**src/rtl/tone_period_meter.sv**
```systemverilog
// Measures the period of an incoming square-wave tone in clk cycles, classifies it
// against the equal-tempered notes C4..B4 and flags silence.
module tone_period_meter #(
  parameter int CLK_HZ      = 50_000_000,
  parameter int CNT_W       = 22,
  parameter int TIMEOUT_CYC = 2_500_000,
  parameter int MIN_PER     = 64
) (
  input  logic             clk,
  input  logic             reset,
  input  logic             tone_in,
  output logic [CNT_W-1:0] period,
  output logic             period_valid,
  output logic [3:0]       note_idx,
  output logic             note_hit,
  output logic             stable,
  output logic             silent
);

  typedef enum logic [1:0] {IDLE, MEASURE, CLASSIFY} state_t;

  localparam logic [CNT_W-1:0] CNT_MAX   = '1;
  localparam logic [CNT_W-1:0] TIMEOUT_V = CNT_W'(TIMEOUT_CYC);
  localparam logic [CNT_W-1:0] MIN_V     = CNT_W'(MIN_PER);
  localparam logic [3:0]       NO_NOTE   = 4'd15;

  // Reference periods are given at 50 MHz and rescaled (rounded) to the actual clock.
  function automatic logic [CNT_W-1:0] note_period(input int n);
    longint unsigned base;
    case (n)
      0:       base = 64'd191112;
      1:       base = 64'd180388;
      2:       base = 64'd170265;
      3:       base = 64'd160705;
      4:       base = 64'd151685;
      5:       base = 64'd143172;
      6:       base = 64'd135139;
      7:       base = 64'd127551;
      8:       base = 64'd120395;
      9:       base = 64'd113636;
      10:      base = 64'd107259;
      default: base = 64'd101239;
    endcase
    return CNT_W'((base * 64'(CLK_HZ) + 64'd25_000_000) / 64'd50_000_000);
  endfunction

  function automatic logic [CNT_W-1:0] abs_diff(input logic [CNT_W-1:0] a,
                                                input logic [CNT_W-1:0] b);
    return (a >= b) ? (a - b) : (b - a);
  endfunction

  localparam logic [CNT_W-1:0] NOTE_P [12] = '{
    note_period(0), note_period(1), note_period(2),  note_period(3),
    note_period(4), note_period(5), note_period(6),  note_period(7),
    note_period(8), note_period(9), note_period(10), note_period(11)
  };

  state_t           state;
  logic             sync1, sync2, sync2_d;
  logic [CNT_W-1:0] cnt;
  logic [CNT_W-1:0] prev;
  logic             prev_ok;
  logic [3:0]       idx;
  logic [CNT_W-1:0] p_sel;
  logic             rise, accept, timeout, hit;

  assign rise    = sync2 & ~sync2_d;
  // Short intervals are glitches; in IDLE any edge is a valid reference.
  assign accept  = rise & ((state == IDLE) | (cnt >= MIN_V));
  assign timeout = (state != IDLE) && (cnt >= TIMEOUT_V);

  always_comb begin
    p_sel = '0;
    if (idx <= 4'd11) p_sel = NOTE_P[idx];
  end

  assign hit = abs_diff(period, p_sel) <= (p_sel >> 6);

  always_ff @(posedge clk or posedge reset) begin
    if (reset) begin
      sync1        <= 1'b0;
      sync2        <= 1'b0;
      sync2_d      <= 1'b0;
      cnt          <= '0;
      state        <= IDLE;
      idx          <= 4'd0;
      prev         <= '0;
      prev_ok      <= 1'b0;
      period       <= '0;
      period_valid <= 1'b0;
      note_idx     <= NO_NOTE;
      note_hit     <= 1'b0;
      stable       <= 1'b0;
      silent       <= 1'b1;
    end else begin
      sync1        <= tone_in;
      sync2        <= sync1;
      sync2_d      <= sync2;
      period_valid <= 1'b0;

      if (accept)              cnt <= CNT_W'(1);
      else if (cnt != CNT_MAX) cnt <= cnt + 1'b1;

      if (timeout) begin
        silent   <= 1'b1;
        note_hit <= 1'b0;
        note_idx <= NO_NOTE;
        stable   <= 1'b0;
        prev_ok  <= 1'b0;
        state    <= IDLE;
      end else begin
        case (state)
          IDLE: begin
            if (accept) state <= MEASURE;
          end
          MEASURE: begin
            if (accept) begin
              period       <= cnt;
              period_valid <= 1'b1;
              silent       <= 1'b0;
              stable       <= prev_ok & (abs_diff(cnt, prev) <= (cnt >> 6));
              prev         <= cnt;
              prev_ok      <= 1'b1;
              idx          <= 4'd0;
              state        <= CLASSIFY;
            end
          end
          CLASSIFY: begin
            // One table entry per cycle; the first entry within tolerance wins.
            if (hit) begin
              note_idx <= idx;
              note_hit <= 1'b1;
              state    <= MEASURE;
            end else if (idx == 4'd11) begin
              note_idx <= NO_NOTE;
              note_hit <= 1'b0;
              state    <= MEASURE;
            end else begin
              idx <= idx + 1'b1;
            end
          end
          default: state <= IDLE;
        endcase
      end
    end
  end

endmodule

```
**config.mk**
```make
export PLATFORM = sky130hd
export DESIGN_NAME = tone_period_meter
export DESIGN_NICKNAME = d
export VERILOG_FILES = /design/src/rtl/tone_period_meter.sv
export SDC_FILE = /design/constraint.sdc
export NUM_CORES = 1
export LEC_CHECK = 0
export ABC_AREA = 1
export ABC_CLOCK_PERIOD_IN_PS = 5800
export CELL_PAD_IN_SITES_DETAIL_PLACEMENT = 1
export CELL_PAD_IN_SITES_GLOBAL_PLACEMENT = 2
export CORE_ASPECT_RATIO = 0.75
export CORE_MARGIN = 8
export CORE_UTILIZATION = 35
export DETAILED_ROUTE_END_ITERATION = 8
export MAX_ROUTING_LAYER = met4
export PLACE_DENSITY = 0.86
export SYNTH_ARGS = -nofsm -noshare
export SYNTH_HDL_FRONTEND = slang
export SYNTH_SLANG_ARGS = --single-unit
export TNS_END_PERCENT = 1
```
**constraint.sdc**
```tcl
create_clock -name clk -period 5.8 [get_ports clk]
set_clock_uncertainty 0.15 [all_clocks]
set_input_delay 1.16 -clock clk [delete_from_list [all_inputs] [get_ports clk]]
set_output_delay 1.16 -clock clk [all_outputs]
set_load 0.05 [all_outputs]
```
==> reports/results.ini <==
[worst_setup_path]
cp_max_fo = 8
worstSetupEndpoint = stable$_DFFE_PP0P_
cp-startpoint = prev[11]$_DFFE_PP0P_
worstReg2RegEnd = stable$_DFFE_PP0P_
r2r_slack_ns = 0.47
r2r_start = prev[11]$_DFFE_PP0P_
critical_path_class = register to register
ff2ff_path_depth = 25
required_ns = 5.94
worstSetupStartpointType = register
crit_arrival_ns = 5.47
end_kind = register

[synthesis]
yosysSeqAreaShare_pct = 16.7
async_flop_share_pct = 100
yosysWarnings = 0
synthesis.area_um2 = 9350
syn_inst = 1550
synth_area_leader_cell = nand2_1
yosysTopAreaCellShare_pct = 18.6
ys.flop_type = dfrtp_1
yosysUniqueCellTypes = 47
synth-seq-cells = 62
synth_edf_count = 0
synth_area_leaders = nand2_1 19%, ha_1 16%, dfrtp_1 15%
synth_nets = 1673
postSynthAreaPerCell_um2 = 6.03

[clocking]
path_clk_slew_ns = 0.06
clk_latency_ns = 0.35
postCtsHoldBufs = 0
cts_tree = done
cts_made_buffers = 9
cts.path.max_buffers = 2
cts.sinks = 62
htreeDepth = 3
cts_root_buf = clkbuf_16

[placed_design]
gp_congestion = 0.965
portBuffers = 32
place_ws_ns = 0.0851
post-dp-hpwl_mm = 35.2

[timing]
layout_min_cycle_time_ns = 5.33
holdWs_ns = 0.199
slew_headroom_pct = 42.9
final_hold_viol_count = 0
worst_slack_ns = 0.469
period_share_pct = 91.9
setup_violations = 0
fmaxAchievable_mhz = 188
final_max_slew_viol_count = 0
worst_pin_slew_ns = 0.856

[layout]
n_antenna_cell = 0
fin_nets = 1743
area_growth_pct = 14.6
drive_gt1_share_pct = 7.38

[power]
pwr-share-seq_pct = 9.3
p_leak_uw = 0.00571
switchingPower_uw = 3440
p_int_uw = 2490
p_clk_share_pct = 9.0
p_per_area_nw_per_um2 = 553
comb_power_share_pct = 81.7
p_total_uw = 5930
sw_frac_of_total_pct = 58.1
ir_drop_mv = 0.268

[detailed_routing]
viasPerCell = 5.37
via_count = 10600
ant_nets = 0
drt_iter0_markers = 858
post-route-drc-count = 0
wire_per_inst_um = 20.9
routed_wl_mm = 41.2
dr.pass1.iters = 9

[die]
dieArea_um2 = 32200
die_w_um = 205
pin_count = 33
die_h_um = 158
fp-row-count = 51
core_um2 = 26100
start_util_pct = 35.8

[grt]
antenna_found_initial = 0
grt_pass1_wl_mm = 62.6
grt_overflow = 0
grt_max_degree = 63
grtUsageTotal_pct = 26.1
first_global_vias = 10400

[run_status]
status = finished, final reports clean

[job]
maxCapViolations = 0

[hold_path]
hold_class = register to register

-- worst min-delay path by stage --
| stage | cells after the start | from | to |
|---|---|---|---|
| floorplan | 0 | sync1$_DFF_PP0_ | sync2$_DFF_PP0_ |
| global placement | 0 | sync1$_DFF_PP0_ | sync2$_DFF_PP0_ |
| detailed placement | 0 | sync1$_DFF_PP0_ | sync2$_DFF_PP0_ |
| CTS | 0 | sync1$_DFF_PP0_ | sync2$_DFF_PP0_ |
| global route | 0 | sync1$_DFF_PP0_ | sync2$_DFF_PP0_ |
| finish | 0 | sync1$_DFF_PP0_ | sync2$_DFF_PP0_ |
-- metal layers --
metal / GRT usage (%) / wire length (um) / vias up
li1: - / - / 5121
met1: 38.7 / 21100 / 5082
met2: 35.7 / 16200 / 345
met3: 6.41 / 3550 / 30
met4: 3.18 / 399 / 0
met5: - / 0 / -
-- what timing repair did --
item                       in CTS  in global routing
resized for setup               0                 18
setup endpoints to repair       0                 11
setup buffers                   0                  1
-- area by class of cell --
cell class	count	area [um^2]
Clock buffer	9	225
Clock inverter	7	62.6
Fill cell	3545	15400
Inverter	260	976
Multi-Input combinational cell	1201	6740
Sequential cell	62	1560
Tap cell	344	430
Timing Repair Buffer	86	726
-- worst max-delay path: stages (launching register included) --
cell and delay, ns:
dfrtp_1 0.48, inv_1 0.17, ha_1 0.39, a21o_1 0.22, a21boi_0 0.44, o21a_1 0.20, nand2_1 0.13, nand2_1 0.13
nand2_2 0.17, buf_4 0.24, o21ai_0 0.40, nand3_1 0.15, nand2_1 0.12, xnor2_1 0.12, inv_1 0.07, ha_1 0.17
a21oi_1 0.14, nor2_1 0.05, a211oi_1 0.25, o21ai_0 0.14, a21oi_1 0.23, o21ai_0 0.13, a21oi_1 0.20, nand4_1 0.11
buf_4 0.18, nand2_1 0.07
-- power by group through the flow --
stage / Combinational [uW] / Clock, uW / Sequential [uW]
CTS: 4750 / 543 / 549
floorplan: 3060 / 0 / 618
finish: 4840 / 535 / 548
detailed placement: 4720 / 0 / 556
global route: 5370 / 561 / 558
global placement: 4600 / 0 / 554
-- registers in the layout, summed over array words and instances, names as in the netlist, 2 cells and up --
name	cells
note_idx	4
state	2
idx	4
cnt	22
prev	22
-- metrics by stage --
stage / area [um^2] / utilization, % / instances / TNS [ns]
global route: 10700 / 41.1 / 1969 / -0.00971
finish: 10700 / 41.1 / 1969 / 0
global placement: 10300 / 39.6 / 1951 / 0
CTS: 10600 / 40.7 / 1967 / 0
detailed placement: 10300 / 39.6 / 1951 / 0
floorplan: 9350 / - / 1550 / 0
-- logic make-up after synthesis --
family / after synthesis / synth area share, %
AOI/OAI and AO/OA: 252 / 14.6
muxes: 6 / 0.643
buffers and inverters: 288 / 12.1
and+or+nand+nor: 784 / 36.1
DFF: 62 / 16.7
xor gates and xnor gates: 38 / 3.56
adders and majority gates: 120 / 16.4
-- cell usage in the layout, fill, tap and decap left out, types with 54 or more instances in the layout --
cell,synthesis,layout
dfrtp_1,57,56
nor2_1,125,124
nand3_1,91,91
ha_1,116,112
inv_1,254,252
nand2_1,462,462
a21oi_1,109,108
o21ai_0,97,94
buf_4,1,54
-- synthesized netlist by cell type (all sizes together), types with 5 or more instances --
cell	n
buf	16
nand2	470
a21o	7
ha	116
xnor2	13
nand3	95
o21bai	7
nand4	33
o21ai	102
a211oi	8
nor2	134
inv	259
a21oi	112
dfrtp	57
xor2	25
clkbuf	12
o21a	5
mux2i	6
nor4	9
nor3	33
dfstp	5
Note: power is estimated with default switching activity, not from simulation.
